<file path="src/rtl/hall_call_dispatcher.sv">
// -----------------------------------------------------------------------------
// hall_call_dispatcher
//
// Collects hall calls (floor + direction) into per-floor up/down registers,
// walks the pending, unassigned calls with a round-robin pointer and offers
// each one to the closer of two cars over a valid/ready handshake. A call is
// cleared when either car stops at that floor moving in the call's direction.
//
// Ports:
//   clk, reset                       clock (rising edge), async active-low reset
//   request, request_floor/_dir      hall request, sampled every rising edge
//   request_ack / request_err        one-cycle accept / reject pulses
//   current_floor/_dir_elev_N        car position and travel direction
//   idle_elev_N                      car has no pending car calls
//   stop_elev_N                      one-cycle pulse: car doors opened
//   target_valid_elev_N / _ready_    per-car handshake for the offered call
//   target_floor / target_dir        offered call, shared by both cars
//   hall_up_calls / hall_down_calls  pending calls, one bit per floor
//   pending_count                    number of pending entries (both directions)
// -----------------------------------------------------------------------------
module hall_call_dispatcher #(
   parameter int NUM_FLOORS = 7,
   parameter int FLOOR_W    = 3
) (
   input  logic                  clk,
   input  logic                  reset,
   input  logic                  request,
   input  logic [FLOOR_W-1:0]    request_floor,
   input  logic                  request_dir,
   output logic                  request_ack,
   output logic                  request_err,
   input  logic [FLOOR_W-1:0]    current_floor_elev_1,
   input  logic [FLOOR_W-1:0]    current_floor_elev_2,
   input  logic                  current_dir_elev_1,
   input  logic                  current_dir_elev_2,
   input  logic                  idle_elev_1,
   input  logic                  idle_elev_2,
   input  logic                  stop_elev_1,
   input  logic                  stop_elev_2,
   output logic                  target_valid_elev_1,
   input  logic                  target_ready_elev_1,
   output logic                  target_valid_elev_2,
   input  logic                  target_ready_elev_2,
   output logic [FLOOR_W-1:0]    target_floor,
   output logic                  target_dir,
   output logic [NUM_FLOORS-1:0] hall_up_calls,
   output logic [NUM_FLOORS-1:0] hall_down_calls,
   output logic [3:0]            pending_count
);

   localparam int NUM_ENT = 2 * NUM_FLOORS;
   localparam int PTR_W   = $clog2(NUM_ENT);
   localparam int DIST_W  = FLOOR_W + 1;

   typedef enum logic [1:0] {
      ST_IDLE,
      ST_SCAN,
      ST_ISSUE
   } state_t;

   // Entry index is {floor, dir}, i.e. floor*2 + dir.
   function automatic logic [PTR_W-1:0] ent_idx(input logic [FLOOR_W-1:0] f,
                                                input logic               d);
      return PTR_W'({f, d});
   endfunction

   function automatic logic [PTR_W-1:0] ptr_inc(input logic [PTR_W-1:0] p);
      return (p == PTR_W'(NUM_ENT - 1)) ? '0 : p + 1'b1;
   endfunction

   function automatic logic [DIST_W-1:0] floor_dist(input logic [FLOOR_W-1:0] a,
                                                    input logic [FLOOR_W-1:0] b);
      logic [DIST_W-1:0] ea;
      logic [DIST_W-1:0] eb;
      ea = {1'b0, a};
      eb = {1'b0, b};
      return (ea >= eb) ? (ea - eb) : (eb - ea);
   endfunction

   // Assignment is kept per car: an entry is assigned when either bit is set,
   // and which bit is set records the owning car.
   logic [NUM_ENT-1:0] pend_q, pend_d;
   logic [NUM_ENT-1:0] asg1_q, asg1_d;
   logic [NUM_ENT-1:0] asg2_q, asg2_d;

   state_t             state_q, state_d;
   logic [PTR_W-1:0]   ptr_q, ptr_d;
   logic [PTR_W-1:0]   cnt_q, cnt_d;       // entries examined in the current lap
   logic [PTR_W-1:0]   tgt_idx_q, tgt_idx_d;
   logic               tgt_car_q, tgt_car_d; // 0 = car 1, 1 = car 2
   logic [FLOOR_W-1:0] tgt_floor_q, tgt_floor_d;
   logic               tgt_dir_q, tgt_dir_d;
   logic               ack_q, ack_d;
   logic               err_q, err_d;
   logic [3:0]         pcount_q, pcount_d;

   logic               req_legal;
   logic [NUM_ENT-1:0] set_vec;
   logic [NUM_ENT-1:0] clr_vec;
   logic [NUM_ENT-1:0] avail;
   logic [FLOOR_W-1:0] scan_floor;
   logic [DIST_W-1:0]  d1, d2;
   logic               win_car;
   logic               handshake;

   // ---------------------------------------------------------------------------
   // Request decode and service clear
   // ---------------------------------------------------------------------------
   always_comb begin
      // NOTE: every combinational output gets a default before any branch, so no
      // path leaves a variable unassigned and no latch is inferred.
      req_legal = (32'(request_floor) < NUM_FLOORS)
               && !( request_dir && (32'(request_floor) == NUM_FLOORS - 1))
               && !(!request_dir && (request_floor == '0));
      ack_d   = request &&  req_legal;
      err_d   = request && !req_legal;
      set_vec = '0;
      if (ack_d) set_vec[ent_idx(request_floor, request_dir)] = 1'b1;

      // Both stops on the same entry simply set the same bit.
      clr_vec = '0;
      if (stop_elev_1 && (32'(current_floor_elev_1) < NUM_FLOORS))
         clr_vec[ent_idx(current_floor_elev_1, current_dir_elev_1)] = 1'b1;
      if (stop_elev_2 && (32'(current_floor_elev_2) < NUM_FLOORS))
         clr_vec[ent_idx(current_floor_elev_2, current_dir_elev_2)] = 1'b1;
   end

   // ---------------------------------------------------------------------------
   // Car selection for the entry under the scan pointer
   // ---------------------------------------------------------------------------
   always_comb begin
      // An entry being cleared this cycle is not worth offering.
      avail      = pend_q & ~(asg1_q | asg2_q) & ~clr_vec;
      scan_floor = FLOOR_W'(ptr_q >> 1);
      d1         = floor_dist(scan_floor, current_floor_elev_1);
      d2         = floor_dist(scan_floor, current_floor_elev_2);
      if (d1 < d2)                          win_car = 1'b0;
      else if (d2 < d1)                     win_car = 1'b1;
      else if (idle_elev_2 && !idle_elev_1) win_car = 1'b1;
      else                                  win_car = 1'b0;
      handshake = tgt_car_q ? target_ready_elev_2 : target_ready_elev_1;
   end

   // ---------------------------------------------------------------------------
   // FSM next state and call-storage update
   // ---------------------------------------------------------------------------
   always_comb begin
      state_d     = state_q;
      ptr_d       = ptr_q;
      cnt_d       = cnt_q;
      tgt_idx_d   = tgt_idx_q;
      tgt_car_d   = tgt_car_q;
      tgt_floor_d = tgt_floor_q;
      tgt_dir_d   = tgt_dir_q;
      // Clear wins over a same-cycle request for the same entry.
      pend_d      = (pend_q | set_vec) & ~clr_vec;
      asg1_d      = asg1_q & ~clr_vec;
      asg2_d      = asg2_q & ~clr_vec;

      unique case (state_q)
         ST_IDLE: begin
            cnt_d = '0;
            if (|(pend_q & ~(asg1_q | asg2_q))) state_d = ST_SCAN;
         end
         ST_SCAN: begin
            ptr_d = ptr_inc(ptr_q);
            if (avail[ptr_q]) begin
               tgt_idx_d   = ptr_q;
               tgt_car_d   = win_car;
               tgt_floor_d = scan_floor;
               tgt_dir_d   = ptr_q[0];
               state_d     = ST_ISSUE;
            end else if (cnt_q == PTR_W'(NUM_ENT - 1)) begin
               state_d = ST_IDLE;
            end else begin
               cnt_d = cnt_q + 1'b1;
            end
         end
         ST_ISSUE: begin
            if (clr_vec[tgt_idx_q]) begin
               // Serviced while on offer: withdraw without a transfer.
               state_d = ST_SCAN;
               cnt_d   = '0;
            end else if (handshake) begin
               if (tgt_car_q) asg2_d[tgt_idx_q] = 1'b1;
               else           asg1_d[tgt_idx_q] = 1'b1;
               state_d = ST_SCAN;
               cnt_d   = '0;
            end
         end
         default: state_d = ST_IDLE;
      endcase

      pcount_d = '0;
      for (int i = 0; i < NUM_ENT; i++) pcount_d = pcount_d + 4'(pend_d[i]);
   end

   // ---------------------------------------------------------------------------
   // State registers
   // ---------------------------------------------------------------------------
   always_ff @(posedge clk or negedge reset) begin
      if (!reset) begin
         // NOTE: the call table is a handful of flops, not a RAM, so it is reset
         // with everything else; stale calls after reset would be dispatched.
         pend_q      <= '0;
         asg1_q      <= '0;
         asg2_q      <= '0;
         state_q     <= ST_IDLE;
         ptr_q       <= '0;
         cnt_q       <= '0;
         tgt_idx_q   <= '0;
         tgt_car_q   <= 1'b0;
         tgt_floor_q <= '0;
         tgt_dir_q   <= 1'b0;
         ack_q       <= 1'b0;
         err_q       <= 1'b0;
         pcount_q    <= '0;
      end else begin
         // NOTE: non-blocking assignments here so every register samples the
         // pre-edge values regardless of statement order.
         pend_q      <= pend_d;
         asg1_q      <= asg1_d;
         asg2_q      <= asg2_d;
         state_q     <= state_d;
         ptr_q       <= ptr_d;
         cnt_q       <= cnt_d;
         tgt_idx_q   <= tgt_idx_d;
         tgt_car_q   <= tgt_car_d;
         tgt_floor_q <= tgt_floor_d;
         tgt_dir_q   <= tgt_dir_d;
         ack_q       <= ack_d;
         err_q       <= err_d;
         pcount_q    <= pcount_d;
      end
   end

   // ---------------------------------------------------------------------------
   // Outputs
   // ---------------------------------------------------------------------------
   assign request_ack         = ack_q;
   assign request_err         = err_q;
   assign target_valid_elev_1 = (state_q == ST_ISSUE) && !tgt_car_q;
   assign target_valid_elev_2 = (state_q == ST_ISSUE) &&  tgt_car_q;
   assign target_floor        = tgt_floor_q;
   assign target_dir          = tgt_dir_q;
   assign pending_count       = pcount_q;

   for (genvar f = 0; f < NUM_FLOORS; f++) begin : g_hall
      assign hall_up_calls[f]   = pend_q[2*f+1];
      assign hall_down_calls[f] = pend_q[2*f];
   end

endmodule
</file>
<file path="config.mk">
export PLATFORM = sky130hd
export DESIGN_NAME = hall_call_dispatcher
export DESIGN_NICKNAME = d
export VERILOG_FILES = /design/src/rtl/hall_call_dispatcher.sv
export SDC_FILE = /design/constraint.sdc
export NUM_CORES = 1
export LEC_CHECK = 0
export BUFFER_PORTS_ARGS = -buffer_cell sky130_fd_sc_hd__buf_2
export CAP_MARGIN = 5
export CORE_AREA = 4 4 115 73
export CTS_BUF_LIST = sky130_fd_sc_hd__clkbuf_4 sky130_fd_sc_hd__clkbuf_8
export DETAILED_ROUTE_END_ITERATION = 16
export DIE_AREA = 0 0 119 77
export PLACE_DENSITY = 0.81
export SYNTH_ARGS = -nofsm -noshare
export SYNTH_HDL_FRONTEND = slang
export SYNTH_SLANG_ARGS = --single-unit
</file>
<file path="constraint.sdc">
create_clock -name clk -period 4.05 [get_ports clk]
set_input_delay 0.405 -clock clk [delete_from_list [all_inputs] [get_ports clk]]
set_output_delay 0.405 -clock clk [all_outputs]
set_load 0.1 [all_outputs]
</file>
==> results.cfg <==
[clock_tree]
cts_hold_buf = 0
insertion_delay_ps = 350
path_clk_slew_ps = 70
cts_tree = built
clock_path_buffers = 2
post-cts-setup-buffers = 0
cts-resized-gates = 0
cts_buffers = 9
htreeDepth = 3
clockRootBuffer = clkbuf_8
cts.sinks = 63

[global_routing]
grt_max_degree = 33
grt_pass1_wl_um = 20600
grt_pass1_vias = 3919
overflow = 0
grt_usage = 0.288
antenna_found_initial = 1

[worst_setup_path]
path_class = input pin to register
critical-path-slowest-cell = or3b_2
crit_chain = buf_2 -> or3b_2 -> o22a_1 -> nand2b_1 -> fa_1 -> inv_1 -> fa_1 -> inv_1 -> fa_1 -> fa_1 -> inv_1 -> ha_1 -> fa_2 -> xor2_1
critical_path.top_delay_family = adder cells
path_buf_inv = 4
cp_max_fo = 4
arrival_ps = 4110
start_kind = input pin
r2r_setup_slack_ps = 470
cp_common_cell = fa_1
worstPathRequired_ps = 4290
crit_path_end_kind = register
slowest_delay_ps = 520

[placed_design]
place_ws_ps = -151
hpwl_um = 9890
io_buffers = 46
place.gp.congestion = 0.968

[floorplanning]
num_rows = 24
start_util = 0.598
coreArea_um2 = 7240
die_h_um = 77
io_pins = 47
die_area_um2 = 9160
die_w_um = 119

[worst_hold_path]
hp-class = input pin to async pin

[sta]
finalHoldViolCount = 0
fmax_mhz = 258
worst_pin_slew_ps = 942
layout_min_cycle_time_ps = 3870
skew_ps = 11.0
setup_tns_ps = 0
report.final.slew_viol_count = 0
fin_ws_ps = 180
setup_violations = 0
rsz0062_at_grt = false
whs_ps = 104
slew_headroom = 0.372
fin_crit_sh = 0.956

[route]
totalWireLength_um = 12600
ant_nets = 0
remaining_drc_errors = 0
drtIter0Drc = 384
drtPass1Iterations = 5
viasPerCell = 6.11
drt-wirelength-per-cell_um = 19.1
via_count = 4026

[power]
ir_drop_v = 0.000611
cellLeakagePower_nw = 2.47
powerDensity_nw_per_um2 = 721

[synth]
synth_edf_count = 0
syn_inst = 465
syn-cell-area_um2 = 4320
synth.avg_cell_area_um2 = 9.30
synth.ff_latch_count = 63
synthesis.nets = 522
synth_seq_area_share = 0.365
ys_types = 66
synth_async_sr_flop_share = 1.00
synthFlopType = dfrtp_1
yosys_warnings = 0

[layout]
area_delta_synth_final_pct = 19.3
fin_nets = 607
drive_above_1_share = 0.250
antenna_cells = 0

[flow_run]
max_cap_viol_count = 0

[outcome]
status = complete, no violations
final timing paths:
check | to | start | cells after the start
max in group asynchronous | ptr_q[3] | reset | 2
hold / removal | pending_count[3] | reset | 1
min in group clk | request_ack | request | 3
setup / recovery | pending_count[2] | current_floor_elev_1[1] | 14
hold reg to reg | asg1_q[9] | asg1_q[9] | 2
setup reg to reg | pending_count[2] | pend_q[3] | 12
kinds of logic after synthesis:
group,share of synthesized area
and+or+nand+nor,0.229
AOI/OAI and AO/OA,0.177
DFF,0.365
buffers and inverters,0.0602
adders and majority gates,0.130
muxes,0.0226
xor gates and xnor gates,0.0162
Yosys cell counts (7+ instances only):
cell / number / share of area
nand2b_1: 7 / 0.010
nor3b_1: 14 / 0.024
nand3b_1: 8 / 0.014
nor2_1: 27 / 0.023
inv_1: 47 / 0.041
nor2b_1: 8 / 0.012
fa_1: 15 / 0.069
nor3_1: 9 / 0.010
xor2_1: 7 / 0.014
o22a_1: 7 / 0.014
nand3_1: 20 / 0.023
nand2_1: 60 / 0.052
ha_1: 21 / 0.061
dfrtp_1: 63 / 0.36
o21ai_0: 27 / 0.031
through the flow:
step	utilization	power [mW]	cells	cell area, um2
after floorplan	-	2.53	465	4350
after global placement	0.682	2.97	643	4930
after detailed placement	0.682	3.06	643	4930
after CTS	0.713	3.71	659	5160
after global routing	0.713	4.01	659	5160
final	0.713	3.72	659	5160
sequential cells by signal, indices dropped and copies added (netlist names):
register,flops
cnt_q,4
asg1_q,14
request_ack,1
pend_q,14
ptr_q,4
pending_count,4
state_q,2
tgt_idx_q,4
asg2_q,14
tgt_car_q,1
request_err,1
area by class of cell:
class | count | area (um2)
multi-input cells | 341 | 2500
fillers | 536 | 2080
flip-flops and latches | 63 | 1580
repair buffers | 88 | 546
inverters | 47 | 176
clock buffers | 13 | 160
well taps | 104 | 130
clock inverters | 3 | 67.6
report_power, final:
part / internal [mW] / total [mW] / switching (mW)
combinational: 0.704 / 2.10 / 1.40
clock: 0.384 / 0.632 / 0.248
sequential: 0.782 / 0.989 / 0.207
total: 1.87 / 3.72 / 1.85
layer usage:
metal  vias to the layer above  wire, um  GRT usage  part of all wire
li1                       1813         -          -                 -
met1                      1957      5540      0.411              0.44
met2                       226      5450      0.417              0.43
met3                        28      1360      0.103              0.11
met4                         2       225     0.0717             0.018
met5                         -        13          0            0.0010
layout by cell type (no fill, tap or decap), types with 3 or more instances in the layout:
master,n
ha_1,21
clkbuf_4,3
nand4_1,4
nor2_1,26
a21oi_1,5
or2_2,3
nor3b_1,14
nor4_1,4
nand3_1,20
a21o_1,4
and3_1,6
nand2_1,60
nor3_1,9
inv_1,47
a31oi_1,3
o21ai_1,3
buf_4,42
o22ai_1,6
o21ai_2,7
mux2i_1,3
nor2b_1,8
a32o_1,6
clkbuf_8,10
fa_1,14
nand2b_1,7
o22a_1,7
xor2_1,7
mux2_2,6
dfrtp_1,62
nand3b_1,8
o211ai_1,5
o22a_2,3
o21ai_0,26
buf_2,46
Power figures use the tool's default switching activity.
